--- src/rtl/mipi_csi_tx_packet_builder.sv ---
// -----------------------------------------------------------------------------
// mipi_csi_tx_packet_builder
//
// Transmit-side CSI-2 low-level packet builder. It takes one packet request
// (virtual channel, data type, word count) and emits the packet as a byte
// stream:
//   short packet (dt 0x00-0x0F): DataID, WC LSB, WC MSB, ECC
//   long packet  (dt 0x10-0x3F): DataID, WC LSB, WC MSB, ECC,
//                                wc payload bytes, footer LSB, footer MSB
// The 6-bit header ECC is computed so that the RX header decoder sees a zero
// syndrome.
//
// Configuration macro: MIPI_CSI_TX_CRC_EN
//   defined   : footer is CRC-16 (poly 0x8408 reflected, seed 0xFFFF, LSB-first,
//               no final XOR) over the payload bytes.
//   undefined : footer is 0x00 0x00 and no CRC logic exists.
//
// Handshakes: every channel uses valid/ready. A transfer happens on a rising
// clock edge where valid and ready are both high. A source holds its data
// stable while valid is high and ready is low; a sink may raise or drop ready
// at any time.
//
// Ports:
//   clk_i         in   clock
//   reset_n_i     in   asynchronous active-low reset
//   req_valid_i   in   packet request valid
//   req_ready_o   out  request ready (high only in IDLE)
//   req_vc_i      in   [1:0]  virtual channel
//   req_dt_i      in   [5:0]  data type
//   req_wc_i      in   [15:0] word count / short-packet data field
//   pld_valid_i   in   payload byte valid
//   pld_ready_o   out  payload byte ready (only in PLD)
//   pld_data_i    in   [7:0]  payload byte
//   byte_valid_o  out  output byte valid (registered)
//   byte_ready_i  in   downstream ready
//   byte_data_o   out  [7:0]  output byte (registered)
//   byte_last_o   out  final byte of packet (registered)
//   dbg_state_o   out  [1:0]  current FSM state (0 IDLE, 1 HDR, 2 PLD, 3 FTR)
// -----------------------------------------------------------------------------
module mipi_csi_tx_packet_builder (
  input  logic        clk_i,
  input  logic        reset_n_i,
  input  logic        req_valid_i,
  output logic        req_ready_o,
  input  logic [1:0]  req_vc_i,
  input  logic [5:0]  req_dt_i,
  input  logic [15:0] req_wc_i,
  input  logic        pld_valid_i,
  output logic        pld_ready_o,
  input  logic [7:0]  pld_data_i,
  output logic        byte_valid_o,
  input  logic        byte_ready_i,
  output logic [7:0]  byte_data_o,
  output logic        byte_last_o,
  output logic [1:0]  dbg_state_o
);

  typedef enum logic [1:0] {
    ST_IDLE = 2'd0,
    ST_HDR  = 2'd1,
    ST_PLD  = 2'd2,
    ST_FTR  = 2'd3
  } state_e;

  // Header ECC over D[23:0] = {wc[15:8], wc[7:0], vc, dt}.
  function automatic logic [5:0] calc_ecc(input logic [23:0] d);
    logic [5:0] e;
    e[0] = d[0] ^ d[1] ^ d[2] ^ d[4] ^ d[5] ^ d[7] ^ d[10] ^ d[11] ^ d[13] ^
           d[16] ^ d[20] ^ d[21] ^ d[22] ^ d[23];
    e[1] = d[0] ^ d[1] ^ d[3] ^ d[4] ^ d[6] ^ d[8] ^ d[10] ^ d[12] ^ d[14] ^
           d[17] ^ d[20] ^ d[21] ^ d[22] ^ d[23];
    e[2] = d[0] ^ d[2] ^ d[3] ^ d[5] ^ d[6] ^ d[9] ^ d[11] ^ d[12] ^ d[15] ^
           d[18] ^ d[20] ^ d[21] ^ d[22];
    e[3] = d[1] ^ d[2] ^ d[3] ^ d[7] ^ d[8] ^ d[9] ^ d[13] ^ d[14] ^ d[15] ^
           d[19] ^ d[20] ^ d[21] ^ d[23];
    e[4] = d[4] ^ d[5] ^ d[6] ^ d[7] ^ d[8] ^ d[9] ^ d[16] ^ d[17] ^ d[18] ^
           d[19] ^ d[20] ^ d[22] ^ d[23];
    e[5] = d[10] ^ d[11] ^ d[12] ^ d[13] ^ d[14] ^ d[15] ^ d[16] ^ d[17] ^
           d[18] ^ d[19] ^ d[21] ^ d[22] ^ d[23];
    return e;
  endfunction

`ifdef MIPI_CSI_TX_CRC_EN
  // One payload byte into the reflected CRC-16 (LSB of the byte first).
  function automatic logic [15:0] crc16_byte(input logic [15:0] crc,
                                             input logic [7:0]  b);
    logic [15:0] c;
    c = crc ^ {8'h00, b};
    for (int i = 0; i < 8; i++) begin
      if (c[0]) c = {1'b0, c[15:1]} ^ 16'h8408;
      else      c = {1'b0, c[15:1]};
    end
    return c;
  endfunction
`endif

  // State and datapath registers
  state_e      state_q,     state_d;
  logic        req_ready_q, req_ready_d;
  logic [1:0]  vc_q,        vc_d;
  logic [5:0]  dt_q,        dt_d;
  logic [15:0] wc_q,        wc_d;
  logic [5:0]  ecc_q,       ecc_d;
  logic [1:0]  hdr_idx_q,   hdr_idx_d;   // header byte currently in the output register
  logic [15:0] cnt_q,       cnt_d;       // payload bytes still to accept
  logic [1:0]  ftr_idx_q,   ftr_idx_d;   // footer bytes loaded so far
  logic        out_valid_q, out_valid_d;
  logic [7:0]  out_data_q,  out_data_d;
  logic        out_last_q,  out_last_d;

  logic        is_long;
  logic        out_take;
  logic        out_free;
  logic        pld_take;
  logic [7:0]  ftr_lsb;
  logic [7:0]  ftr_msb;

`ifdef MIPI_CSI_TX_CRC_EN
  logic [15:0] crc_q, crc_d;
  assign ftr_lsb = crc_q[7:0];
  assign ftr_msb = crc_q[15:8];
`else
  assign ftr_lsb = 8'h00;
  assign ftr_msb = 8'h00;
`endif

  // Data types 0x10 and above are long packets.
  assign is_long  = |dt_q[5:4];
  assign out_take = out_valid_q && byte_ready_i;
  // The output register can take a new byte this cycle.
  assign out_free = !out_valid_q || byte_ready_i;
  assign pld_take = (state_q == ST_PLD) && out_free && pld_valid_i;

  always_comb begin
    state_d     = state_q;
    vc_d        = vc_q;
    dt_d        = dt_q;
    wc_d        = wc_q;
    ecc_d       = ecc_q;
    hdr_idx_d   = hdr_idx_q;
    cnt_d       = cnt_q;
    ftr_idx_d   = ftr_idx_q;
    out_valid_d = out_valid_q;
    out_data_d  = out_data_q;
    out_last_d  = out_last_q;
`ifdef MIPI_CSI_TX_CRC_EN
    crc_d       = crc_q;
`endif

    case (state_q)
      ST_IDLE: begin
        if (req_valid_i && req_ready_q) begin
          vc_d        = req_vc_i;
          dt_d        = req_dt_i;
          wc_d        = req_wc_i;
          ecc_d       = calc_ecc({req_wc_i, req_vc_i, req_dt_i});
          hdr_idx_d   = 2'd0;
          cnt_d       = 16'd0;
          ftr_idx_d   = 2'd0;
          // DataID goes straight into the output register so it appears the
          // cycle after accept.
          out_valid_d = 1'b1;
          out_data_d  = {req_vc_i, req_dt_i};
          out_last_d  = 1'b0;
`ifdef MIPI_CSI_TX_CRC_EN
          crc_d       = 16'hFFFF;
`endif
          state_d     = ST_HDR;
        end
      end

      ST_HDR: begin
        if (out_take) begin
          case (hdr_idx_q)
            2'd0: begin
              out_data_d = wc_q[7:0];
              hdr_idx_d  = 2'd1;
            end
            2'd1: begin
              out_data_d = wc_q[15:8];
              hdr_idx_d  = 2'd2;
            end
            2'd2: begin
              out_data_d = {2'b00, ecc_q};
              out_last_d = !is_long;
              hdr_idx_d  = 2'd3;
            end
            default: begin
              // ECC byte accepted.
              out_valid_d = 1'b0;
              out_data_d  = 8'h00;
              out_last_d  = 1'b0;
              if (!is_long) begin
                state_d = ST_IDLE;
              end else if (wc_q == 16'd0) begin
                ftr_idx_d = 2'd0;
                state_d   = ST_FTR;
              end else begin
                cnt_d   = wc_q;
                state_d = ST_PLD;
              end
            end
          endcase
        end
      end

      ST_PLD: begin
        if (pld_take) begin
          out_valid_d = 1'b1;
          out_data_d  = pld_data_i;
          out_last_d  = 1'b0;
          cnt_d       = cnt_q - 16'd1;
`ifdef MIPI_CSI_TX_CRC_EN
          crc_d       = crc16_byte(crc_q, pld_data_i);
`endif
          if (cnt_q == 16'd1) begin
            ftr_idx_d = 2'd0;
            state_d   = ST_FTR;
          end
        end else if (out_take) begin
          out_valid_d = 1'b0;
          out_data_d  = 8'h00;
        end
      end

      ST_FTR: begin
        if (ftr_idx_q == 2'd2) begin
          if (out_take) begin
            out_valid_d = 1'b0;
            out_data_d  = 8'h00;
            out_last_d  = 1'b0;
            state_d     = ST_IDLE;
          end
        end else if (out_free) begin
          // Loads the footer as soon as the last payload byte leaves, so
          // there is no bubble between payload and footer.
          out_valid_d = 1'b1;
          out_data_d  = (ftr_idx_q == 2'd0) ? ftr_lsb : ftr_msb;
          out_last_d  = (ftr_idx_q == 2'd1);
          ftr_idx_d   = ftr_idx_q + 2'd1;
        end
      end

      default: begin
        state_d = ST_IDLE;
      end
    endcase

    // Ready is registered: it rises the cycle after the FSM re-enters IDLE.
    req_ready_d = (state_d == ST_IDLE);
  end

  always_ff @(posedge clk_i or negedge reset_n_i) begin
    if (!reset_n_i) begin
      state_q     <= ST_IDLE;
      req_ready_q <= 1'b0;
      vc_q        <= 2'd0;
      dt_q        <= 6'd0;
      wc_q        <= 16'd0;
      ecc_q       <= 6'd0;
      hdr_idx_q   <= 2'd0;
      cnt_q       <= 16'd0;
      ftr_idx_q   <= 2'd0;
      out_valid_q <= 1'b0;
      out_data_q  <= 8'h00;
      out_last_q  <= 1'b0;
`ifdef MIPI_CSI_TX_CRC_EN
      crc_q       <= 16'hFFFF;
`endif
    end else begin
      state_q     <= state_d;
      req_ready_q <= req_ready_d;
      vc_q        <= vc_d;
      dt_q        <= dt_d;
      wc_q        <= wc_d;
      ecc_q       <= ecc_d;
      hdr_idx_q   <= hdr_idx_d;
      cnt_q       <= cnt_d;
      ftr_idx_q   <= ftr_idx_d;
      out_valid_q <= out_valid_d;
      out_data_q  <= out_data_d;
      out_last_q  <= out_last_d;
`ifdef MIPI_CSI_TX_CRC_EN
      crc_q       <= crc_d;
`endif
    end
  end

  assign req_ready_o  = req_ready_q;
  assign pld_ready_o  = (state_q == ST_PLD) && out_free;
  assign byte_valid_o = out_valid_q;
  assign byte_data_o  = out_data_q;
  assign byte_last_o  = out_last_q;
  assign dbg_state_o  = state_q;

endmodule

--- config.mk ---
export PLATFORM = sky130hd
export DESIGN_NAME = mipi_csi_tx_packet_builder
export DESIGN_NICKNAME = d
export VERILOG_FILES = /design/src/rtl/mipi_csi_tx_packet_builder.sv
export SDC_FILE = /design/constraint.sdc
export NUM_CORES = 1
export LEC_CHECK = 0
export CORE_MARGIN = 2
export CORE_UTILIZATION = 58
export CTS_BUF_LIST = sky130_fd_sc_hd__clkbuf_2 sky130_fd_sc_hd__clkbuf_4 sky130_fd_sc_hd__clkbuf_8
export DETAILED_ROUTE_END_ITERATION = 10
export GPL_TIMING_DRIVEN = 0
export MAX_ROUTING_LAYER = met4
export PLACE_DENSITY = 0.84
export RECOVER_POWER = 25
export SYNTH_ARGS = -nofsm -noshare
export SYNTH_HDL_FRONTEND = slang
export SYNTH_SLANG_ARGS = --single-unit
--- constraint.sdc ---
create_clock -name clk_i -period 2.6 [get_ports clk_i]
set_input_delay 0.26 -clock clk_i [delete_from_list [all_inputs] [get_ports clk_i]]
set_output_delay 0.26 -clock clk_i [all_outputs]
set_load 0.05 [all_outputs]
After elaboration in Yosys (flattened, before gate mapping):

Index checks and enable logic that the tools add are counted.

* $add $sub $neg: 2
* $mul: 0
* divide/modulo/power cells: 0
* order comparisons: 0
* equal/unequal tests: 22
* shifts and indexed selects: 0
* muxes and demuxes: 54
* bitwise gates (word level): 73
* reductions and logical operators: 23

Operator list (count)
* $mux W16: 6
* $xor A1 B1 Y1: 73
* $mux W8: 6
* $pmux W16 S3: 1
* $mux W2: 18
* $pmux W8 S4: 1
* $pmux W8 S3: 1
* $ne A2 B2 Y1 const B: 11
* $eq A16 B1 Y1 const B: 1
* $logic_not A16 Y1: 1
* $pmux W2 S4: 2
* $sub A16 B1 Y16 const B: 1
* $mux W1: 14
* $reduce_and A9 Y1: 1
* $eq A2 B2 Y1 const B: 4
* $pmux W1 S4: 2
* $reduce_and A4 Y1: 2
* $reduce_and A7 Y1: 1
* $eq A2 B1 Y1 const B: 3
* $logic_not A2 Y1: 3
* $ne A3 B3 Y1 const B: 2
* $pmux W2 S3: 1
* $reduce_and A6 Y1: 1
* $logic_and A1 B1 Y1: 4
* 12 further kinds: 14

* bits in registers: 61
* latch bits: 0
* RAM bits: 0
* memory bits (read-only): 0
* output and inout bits: 14
* word-level logic and storage cells: 185
* memories kept: 0

Depth between registers and ports, before layout:

Gate-level depths: netlist of the first run.

* depth after elaboration: 13
* depth in mapped cells: 10

Worst setup path before layout of the first run:

No wires, ideal clock.

* kind: reg2reg
* start point: register state_q[0] (netlist: dbg_state_o[0])
* end point: register out_last_q (netlist: byte_last_o)
* library setup time: 0.125 ns
* data arrival time: 2.344 ns
* data required time: 2.475 ns
* path slack: 0.131 ns
* stages on the path, launching flop included: 9
* buffers on the path: 1
* period minus slack after synthesis: 2.469 ns
* cells stage by stage: dfrtp_1 > inv_1 > ha_1 > clkbuf_8 > clkinv_1 > a21oi_1 > o21bai_1 > nor4b_1 > mux2_2

* word-level cells in the longest chain between the ends: 5
* elaborated cells on any way between the ends: 14
* classes of those cells: eq/ne: 9; mux: 1; reduce/logical: 4

Ends and longest elaborated chain
* from (decl): RTL line 98 `state_e state_q, state_d;`
* from (signal assigned): RTL line 271 `state_q <= state_d;`
* $eq A2 B2 Y1: RTL line 132, 150
* $logic_and A1 B1 Y1 (2 in a row): RTL line 132 `assign pld_take = (state_q == ST_PLD) && out_free && pld_valid_i;`
* $ne A2 B2 Y1 (no source line)
* $reduce_and A6 Y1 (no source line)
* to (signal assigned): RTL line 282 `out_last_q <= out_last_d;`
* to (decl): RTL line 109 `logic out_last_q, out_last_d;`

Parallel ways exist; a longest one is shown, timed or not.
A chain may end at the register's enable or synchronous reset.

Worst setup path in the final report of the first run:

Ends and elaborated chain as after synthesis.

==> results.ini, run 1 <==
[outcome]
run_status = complete, but fails checks
violations = capacitance limit, slew limit

[global_routing]
grt_pass1_wl_um = 17550
overflow = 0
first_global_vias = 3543
antenna_found_initial = 0
grt_max_degree = 33
gr-usage-all-layers = 0.3120

[die]
fp.dieW_um = 87.10
ios = 51
rows = 30
die_h_um = 87.10
coreArea_um2 = 6756
dieArea_um2 = 7586
initial_core_util = 0.5928

[yosys]
synth.top_cell.area_share = 0.3561
synth_nets = 463
synth-edff-count = 0
yosysMostFrequentCell = dfrtp_1
seq_area_frac_synth = 0.3561
ys_seq_elements = 57
synth_largest_area_cell = dfrtp_1
yosys-top-cells-count = 57 x dfrtp_1, 34 x xnor2_1, 32 x nand2_1, 25 x nor2_1, 25 x o21ai_0
synth-main-ff-cell = dfrtp_1
netlist_area_um2 = 4005
synth.lib_cells_used.distinct = 66
synthArstFlopShare = 1.000
synth_cells = 412
synth_warnings = 0
avgSynthCellArea_um2 = 9.721
synth_area_leaders = dfrtp_1 36%, xnor2_1 7.4%, mux2_2 5.3%

[worst_setup_path]
start_kind = flip-flop
crit_buf_inv = 3
cpLargestDelayFamily = buffers and inverters
crit_cells = 8
arrival_ns = 2.70
worst_path_max_delay_cell = nor4b_1
critPathCaptureType = flip-flop
path_class = reg -> reg
cp.required_ns = 2.83
r2r-start = dbg_state_o[0]$_DFF_PN0_
cp_max_fo = 9
crit_path_start = dbg_state_o[0]$_DFF_PN0_
r2r_cells = 8
crit_chain = inv_1 -> ha_1 -> clkbuf_8 -> clkinv_1 -> a21oi_4 -> o21bai_1 -> nor4b_1 -> mux2_2
slowest_delay_ns = 0.48

[route]
dr.pass1.iters = 5
ant_nets = 0
drt_wl_total_um = 10740
vias_per_cell = 6.450
drt_iter0_markers = 270
num_vias = 3599
avgRoutedWirePerCell_um = 19.24
drc = 0

[hold_path]
hp-start = pld_valid_i
hold_class = in -> reg
holdPathStages = 3

[power]
powerDensity_nw_per_um2 = 1232
leakage_nw = 2.008
ir_worst_vdd_mv = 0.5839

[cts]
clk_pin_slew_ns = 0.07
cts_tree = yes
htree_levels = 3
insertion_delay_ns = 0.34
cts_root_buf = clkbuf_8
cts.sinks = 57
cts_buffer_depth = 2
cts_buffers = 9

[placement]
place_ws_ns = -0.1937
gp_congestion = 0.9349
place_area_um2 = 4611
hpwl_um = 8224
place.port_buffers = 49
place_inst = 542

[finish]
insertedDiodeCount = 0
fillers = 518
layout-drive-gt1-share = 0.1234
fin_cells = 558
stdcell_area_um2 = 4818
multi_input_area_um2 = 2391
synthToLayoutAreaGrowth_pct = 20.31
seq_area_um2 = 1426
nNetsFinal = 524

[sta]
relSlewSlack = -0.1914
fin_crit_sh = 0.9475
fin_hold_ws_ns = 0.4248
final-max-slew-violation-count = 32
setup_viol = 0
worst_slack_ns = 0.1364
fin_tns_setup_ns = 0
hold_viol_final = 0
worstMarginPinSlew_ns = 1.787
fin_skew_ns = 0.007165
period_minus_slack_ns = 2.464
fmax_mhz = 405.9
rsz0062_at_grt = no

[run]
drv_cap = 1

[area by class of cell]
type / instances / share of cell area
clock buffers: 9 / 0.02571
clock inverters: 7 / 0.01169
repair buffers: 51 / 0.1072
plain buffers: 24 / 0.03142
flip-flops and latches: 57 / 0.2960
well taps: 80 / 0.02077
multi-input cells: 316 / 0.4962
inverters: 14 / 0.01091
[report_power, final]
part	switching, mW	internal [mW]	leakage (nW)	total, mW
clock	0.410	0.351	0.0781	0.761
combinational	1.98	1.44	1.21	3.43
sequential	0.466	1.28	0.723	1.75
[logic make-up (layout without fill, tap and decap cells)]
kind of cell    Yosys count  in the layout  share of synthesized area
xor+xnor                 51             51                     0.1321
flops                    57             57                     0.3561
simple gates            108            108                     0.1390
mux                      22             22                    0.06123
buf+inv                  39            105                    0.05123
compound gates          121            121                     0.2165
fa+ha+maj                14             14                    0.04374
[registers in the layout (all words and copies together) (netlist names)]
signal / cells
cnt_q: 16
wc_q: 16
byte_data_o: 8
ecc_q: 6
dbg_state_o: 2
dt_q: 2
ftr_idx_q: 2
hdr_idx_q: 2
byte_last_o: 1
byte_valid_o: 1
req_ready_o: 1
[worst paths after layout]
kind	endpoint	slack [ns]
min reg2reg	ecc_q[5]$_DFFE_PN0P_	0.49
min in group asynchronous	wc_q[12]$_DFFE_PN0P_	0.93
max in group asynchronous	byte_data_o[7]$_DFFE_PN0P_	0.64
max	byte_last_o$_DFFE_PN0P_	0.14
max reg2reg	byte_last_o$_DFFE_PN0P_	0.14
min	byte_valid_o$_DFFE_PN0P_	0.42
[through the flow]
stage	utilization	total power, mW
after global routing	0.7131	6.341
after CTS	0.7107	5.860
after detailed placement	0.6824	5.061
final	0.7131	5.934
after global placement	0.6802	4.987
after floorplan	-	4.114
[routing by layer]
| layer | up-vias | share of wire | GRT usage |
|---|---|---|---|
| met5 | - | 0 | - |
| met4 | 0 | 0.026 | 0.1357 |
| li1 | 1653 | - | - |
| met3 | 26 | 0.064 | 0.04076 |
| met1 | 1759 | 0.43 | 0.4135 |
| met2 | 161 | 0.48 | 0.4830 |
[cells in the final DEF (no fill, tap or decap), drive strengths merged, types with 4 or more instances in the layout]
cell type / instances
mux2: 20
xor2: 11
ha: 14
nand2b: 6
and2: 5
dfrtp: 57
a211o: 6
o31ai: 17
nor4: 4
nand2: 32
clkinvlp: 4
a222oi: 6
clkbuf: 26
inv: 14
xnor3: 6
buf: 9
nand4: 8
o211ai: 4
a22oi: 10
clkdlybuf4s50: 47
nor3: 4
o2bb2ai: 5
and3: 4
a21oi: 19
or4: 7
xnor2: 34
nor2: 25
o21ai: 26
[worst register-to-register path: stages (launching register included)]
cell and delay (ns):
dfrtp_1 0.45, inv_1 0.13, ha_1 0.22, clkbuf_8 0.16, clkinv_1 0.20, a21oi_4 0.11, o21bai_1 0.23, nor4b_1 0.48
mux2_2 0.39
[timing repair]
| item | CTS | global route |
|---|---|---|
| hold buffers | 1 | 0 |
| resized for setup | 2 | 7 |
| setup buffers | 0 | 0 |
| setup endpoints to repair | 18 | 18 |
| endpoints found under the hold margin | 22 | 0 |
Note: power is estimated with default switching activity, not from simulation.
==> run 2: changes to the inputs <==
--- a/config.mk
+++ b/config.mk
@@ -5,14 +5,16 @@
 export SDC_FILE = /design/constraint.sdc
 export NUM_CORES = 1
 export LEC_CHECK = 0
+export ABC_AREA = 1
 export CORE_MARGIN = 2
-export CORE_UTILIZATION = 58
+export CORE_UTILIZATION = 30
 export CTS_BUF_LIST = sky130_fd_sc_hd__clkbuf_2 sky130_fd_sc_hd__clkbuf_4 sky130_fd_sc_hd__clkbuf_8
 export DETAILED_ROUTE_END_ITERATION = 10
 export GPL_TIMING_DRIVEN = 0
 export MAX_ROUTING_LAYER = met4
-export PLACE_DENSITY = 0.84
+export PLACE_DENSITY = 0.49
 export RECOVER_POWER = 25
+export SKIP_LAST_GASP = 1
 export SYNTH_ARGS = -nofsm -noshare
 export SYNTH_HDL_FRONTEND = slang
 export SYNTH_SLANG_ARGS = --single-unit
==> run 2 against run 1 <==
Net effect: the flow now finishes without violations; final cell count increased by 85%; sequential share of layout area decreased by 4.1 points; global-route usage decreased by 12 points; clock power increased by 39%; fmax increased by 7.8%; largest power group unchanged.
==> results.ini, run 2 <==
[run]
drv_cap = 0

[worst_setup_path]
rrSetupSlack_ns = 0.39
r2r-start = dbg_state_o[1]$_DFF_PN0_
crit_path_start = dbg_state_o[0]$_DFF_PN0_
cp_max_fo = 15
path_class = reg -> out
critPathCaptureType = output port
arrival_ns = 2.03
cp.required_ns = 2.34
start_kind = flip-flop

[sta]
relSlewSlack = 0.006869
rsz0062_at_grt = no
setup_viol = 0
fin_skew_ns = 0.008102
fmax_mhz = 437.4
hold_viol_final = 0
period_minus_slack_ns = 2.286
final-max-slew-violation-count = 0
worstMarginPinSlew_ns = 1.490
fin_tns_setup_ns = 0
fin_crit_sh = 0.8792

[yosys]
netlist_area_um2 = 4725
synthSimpleGateAreaFrac = 0.3906
synth_area_leaders = dfrtp_1 30%, nand2_1 27%, inv_1 6.8%
synthAdderAreaFrac = 0.03708
avgSynthCellArea_um2 = 6.136
synth_compound_area_frac = 0.1062
synth.top_cell.area_share = 0.3019
synth_warnings = 0
yosys-top-cells-count = 338 x nand2_1, 85 x inv_1, 57 x dfrtp_1, 56 x o21ai_0, 52 x nand3_1
synth_nets = 821
synth_cells = 770
synth-edff-count = 0
synth-main-ff-cell = dfrtp_1
seq_area_frac_synth = 0.3019
synth.lib_cells_used.distinct = 30
yosysMostFrequentCell = nand2_1
synth.mux.area_fraction = 0
synthArstFlopShare = 1.000
synth_largest_area_cell = dfrtp_1
ys_seq_elements = 57
synth_top_family_by_area = simple AND/OR/NAND/NOR gates
synth-xor-area-share = 0.06674

[finish]
nNetsFinal = 869
layout-drive-gt1-share = 0.05103
insertedDiodeCount = 0
stdcell_area_um2 = 5603
mostFrequentLayoutCells = 338 x nand2_1, 85 x inv_1, 57 x dfrtp_1, 56 x o21ai_0, 52 x nand3_1
synthToLayoutAreaGrowth_pct = 18.59
final_util = 0.3659
layout_commonest_cell = nand2_1

[global_routing]
antenna_found_initial = 0
overflow = 0
grt_max_degree = 58
gr-usage-all-layers = 0.1889
first_global_vias = 4659
grt_pass1_wl_um = 23970

[route]
vias_per_cell = 4.569
drc = 0
dr.pass1.iters = 5
drt_wl_total_um = 14460
num_vias = 4724
avgRoutedWirePerCell_um = 13.98
ant_nets = 0
drt_iter0_markers = 304

[die]
ios = 51
coreArea_um2 = 15310
die_h_um = 129.5
dieArea_um2 = 16770
initial_core_util = 0.3085
fp.dieW_um = 129.5
rows = 45

[cts]
insertion_delay_ns = 0.35
ctsHoldBuffers = 0
cts_buffer_depth = 2
clk_pin_slew_ns = 0.07
cts_tree = yes
postCtsSetupRepairBufs = 0
cts.sinks = 57
htree_levels = 3
cts_buffers = 9
cts_root_buf = clkbuf_8

[placement]
hpwl_um = 11440
place_area_um2 = 5366
place.port_buffers = 38
gp_congestion = 0.8532

[power]
leakage_nw = 2.959
finalPower_mw = 6.411
ir_worst_vdd_mv = 0.3585
powerDensity_nw_per_um2 = 1144

[outcome]
run_status = completed

[hold_path]
hold_class = in -> async

==> run 2: cell types whose count changed after synthesis, sizes merged, moves of 8 or more <==
cell	previous run	this run
o21ai	26	56
nand3	3	53
inv	13	87
nor2	25	51
nand2	32	340
xor2	11	19
mux2	20	0
o31ai	17	1
a22oi	10	0
xnor2	34	17
==> run 2: report_power, final <==
| group | switching [mW] | internal [mW] |
|---|---|---|
| clock network | 0.392 | 0.672 |
| logic | 2.51 | 1.23 |
| registers | 0.330 | 1.28 |
==> run 2: metrics by stage <==
step                instances  hold slack [ns]  setup WS, ns
floorplan                 770         -0.03559        0.3468
global placement         1019           0.4581       -0.8133
detailed placement       1019           0.3980      -0.09584
CTS                      1034          0.01644       0.02505
global route             1034           0.3196        0.1154
finish                   1034           0.2693        0.3140
==> run 2: repair_timing <==
item	CTS	global route
resized for setup	1	2
endpoints found under the setup margin	1	1
gates cloned	0	0
==> run 2: layout make-up <==
class	instances	area, um2
plain buffers	27	130.1
clock buffers	11	145.1
clock inverters	5	102.6
fillers	1739	9712
inverters	87	326.6
multi-input cells	598	2838
flip-flops and latches	57	1426
well taps	211	264.0
repair buffers	38	370.4
==> run 2: path summary, 6_finish.rpt <==
| kind | endpoint | cells after the start |
|---|---|---|
| max | pld_ready_o | 5 |
| min | cnt_q[14]$_DFFE_PN0P_ | 1 |
| max reg2reg | wc_q[15]$_DFFE_PN0P_ | 9 |
| min reg2reg | dt_q[4]$_DFFE_PN0P_ | 2 |
| max in group asynchronous | ecc_q[0]$_DFFE_PN0P_ | 1 |
| min in group clk_i | wc_q[7]$_DFFE_PN0P_ | 3 |
==> run 2: layer usage <==
metal / vias to the layer above / global-route usage / share of wire
met5: - / - / 0
met4: 0 / 0.05440 / 0.016
met2: 101 / 0.3022 / 0.46
met3: 16 / 0.02271 / 0.032
li1: 2501 / - / -
met1: 2106 / 0.2522 / 0.49
==> run 2: cells by family (layout without fill, tap and decap cells) <==
logic type,count (synthesis),in the layout
AO/OA/AOI/OAI,92,92
XOR/XNOR,36,36
flip-flops,57,57
adder cells (fa/ha/maj),14,14
AND/OR/NAND/NOR,456,456
buffers and inverters,115,168
==> run 2: critical path, stage by stage (launching register included) <==
cell and delay [ns]:
dfrtp_1 0.42, inv_1 0.16, ha_1 0.32, inv_1 0.31, nor2_1 0.19, clkbuf_2 0.29
==> run 3: changes to the inputs <==
--- a/config.mk
+++ b/config.mk
@@ -10,7 +10,7 @@
 export CORE_UTILIZATION = 30
 export CTS_BUF_LIST = sky130_fd_sc_hd__clkbuf_2 sky130_fd_sc_hd__clkbuf_4 sky130_fd_sc_hd__clkbuf_8
 export DETAILED_ROUTE_END_ITERATION = 10
-export GPL_TIMING_DRIVEN = 0
+export GPL_TIMING_DRIVEN = 1
 export MAX_ROUTING_LAYER = met4
 export PLACE_DENSITY = 0.49
 export RECOVER_POWER = 25
==> run 3 against run 2 <==
Net effect: clock-buffer cell count grew 4; worst hold slack gained 0.21 ns; final cell count shrank 0.58%; clock power shrank 10%; flip-flop and latch count is the same; critical path depth grew 4; cell area grew 0.89%; fmax grew 0.99%; sequential power is essentially flat; register-to-register slack lost 0.05 ns; global-route usage shrank 0.21 points; largest power group unchanged.
==> results.ini, run 3 (synthesized netlist as in run 2, its figures left out) <==
[worst_setup_path]
rrSetupSlack_ns = 0.34
path_class = reg -> reg
cp_max_fo = 15
start_kind = flip-flop
cp.required_ns = 2.83
critPathCaptureType = flip-flop
arrival_ns = 2.50

[placement]
place_inst = 1011
place.port_buffers = 50
hpwl_um = 11330
gp_congestion = 0.8536
place_ws_ns = 0.3576

[sta]
relSlewSlack = 0.3745
worstMarginPinSlew_ns = 0.9383
fin_tns_setup_ns = 0
fin_skew_ns = 0.009983
setup_viol = 0
worst_slack_ns = 0.3365
period_minus_slack_ns = 2.264
hold_viol_final = 0
fin_crit_sh = 0.8706
rsz0062_at_grt = no
final-max-slew-violation-count = 0
fmax_mhz = 441.8

[finish]
layout_commonest_cell = nand2_1
layout-drive-gt1-share = 0.04162
fin_cells = 1028
nNetsFinal = 863
mostFrequentLayoutCells = 338 x nand2_1, 85 x inv_1, 57 x dfrtp_1, 56 x o21ai_0, 52 x nand3_1
synthToLayoutAreaGrowth_pct = 19.65
fillers = 1675
insertedDiodeCount = 0

[global_routing]
grt_max_degree = 29
first_global_vias = 4714
overflow = 0
gr-usage-all-layers = 0.1868
antenna_found_initial = 0
grt_pass1_wl_um = 23930

[cts]
cts.sinks = 57
insertion_delay_ns = 0.35
cts_root_buf = clkbuf_8
ctsResizeCount = 0
clk_pin_slew_ns = 0.07
cts_tree = yes
cts_buffers = 9
cts_buffer_depth = 2
htree_levels = 3

[power]
swShare = 0.5072
clockPowerShare = 0.152
p_comb_frac = 0.589
powerDensity_nw_per_um2 = 1110
leakage_nw = 2.966
ir_worst_vdd_mv = 0.4079
power.net_switching_mw = 3.182
p_int_mw = 3.091
p_seq_frac = 0.259

[route]
ant_nets = 0
drt_iter0_markers = 270
dr.pass1.iters = 6
num_vias = 4867
drc = 0
avgRoutedWirePerCell_um = 14.07
vias_per_cell = 4.734
drt_wl_total_um = 14470

[hold_path]
hold_class = reg -> reg

[outcome]
run_status = completed

[run]
drv_cap = 0

[die]
die_h_um = 129.5
fp.dieW_um = 129.5
coreArea_um2 = 15310
dieArea_um2 = 16770
initial_core_util = 0.3085
ios = 51
rows = 45

-- run 3: area by class of cell --
type	instances	area, um2	area share
multi-input combinational	598	2838	0.5020
sequential	57	1426	0.2523
timing repair buffer	59	568.0	0.1005
inverter	87	326.6	0.05777
tap	211	264.0	0.04670
clock buffer	15	200.2	0.03541
clock inverter	1	30.03	0.005312
-- run 3: worst paths after layout --
path | to | from | cells past startpoint
max | byte_last_o$_DFFE_PN0P_ | dbg_state_o[1]$_DFF_PN0_ | 9
min | ecc_q[0]$_DFFE_PN0P_ | ecc_q[0]$_DFFE_PN0P_ | 2
max reg2reg | byte_last_o$_DFFE_PN0P_ | dbg_state_o[1]$_DFF_PN0_ | 9
min reg2reg | ecc_q[0]$_DFFE_PN0P_ | ecc_q[0]$_DFFE_PN0P_ | 2
max in group asynchronous | cnt_q[1]$_DFFE_PN0P_ | reset_n_i | 3
min in group asynchronous | cnt_q[14]$_DFFE_PN0P_ | reset_n_i | 2
-- run 3: metrics by stage --
stage | hold WS (ns) | instance area, um2 | total power, mW | util
final | 0.4823 | 5653 | 6.273 | 0.3691
after detailed placement | 0.1911 | 5420 | 5.321 | 0.3539
after global placement | 0.1857 | 5420 | 5.280 | 0.3539
after CTS | 0.3436 | 5660 | 6.312 | 0.3696
after floorplan | -0.03559 | 4725 | 4.257 | -
after global routing | 0.5172 | 5653 | 6.887 | 0.3691
-- run 3: worst max-delay path: stages, from the launching register on --
cell and delay (ns):
dfrtp_1 0.44, inv_1 0.14, ha_1 0.44, nand2_1 0.18
nand2_1 0.11, inv_1 0.06, nand2_1 0.39, inv_1 0.17
nand4_1 0.12, o21ai_0 0.09
-- run 3: metal layers --
metal  share of wire  global-route usage
met3           0.033             0.02188
met4           0.015             0.06199
met5               0                   -
met2            0.48              0.3025
met1            0.48              0.2435
-- run 3: power by group through the flow --
stage / combinational [mW] / clock, mW / sequential [mW]
after detailed placement: 3.69 / 0 / 1.63
final: 3.70 / 0.953 / 1.62
after CTS: 3.71 / 0.986 / 1.62
after global placement: 3.66 / 0 / 1.62
after floorplan: 2.40 / 0 / 1.85
after global routing: 4.19 / 1.02 / 1.67
-- run 3: what timing repair did --
item                      4_1_cts  5_1_grt
hold buffers                    1        0
buffers inserted                0        0
hold endpoints to repair       13        0
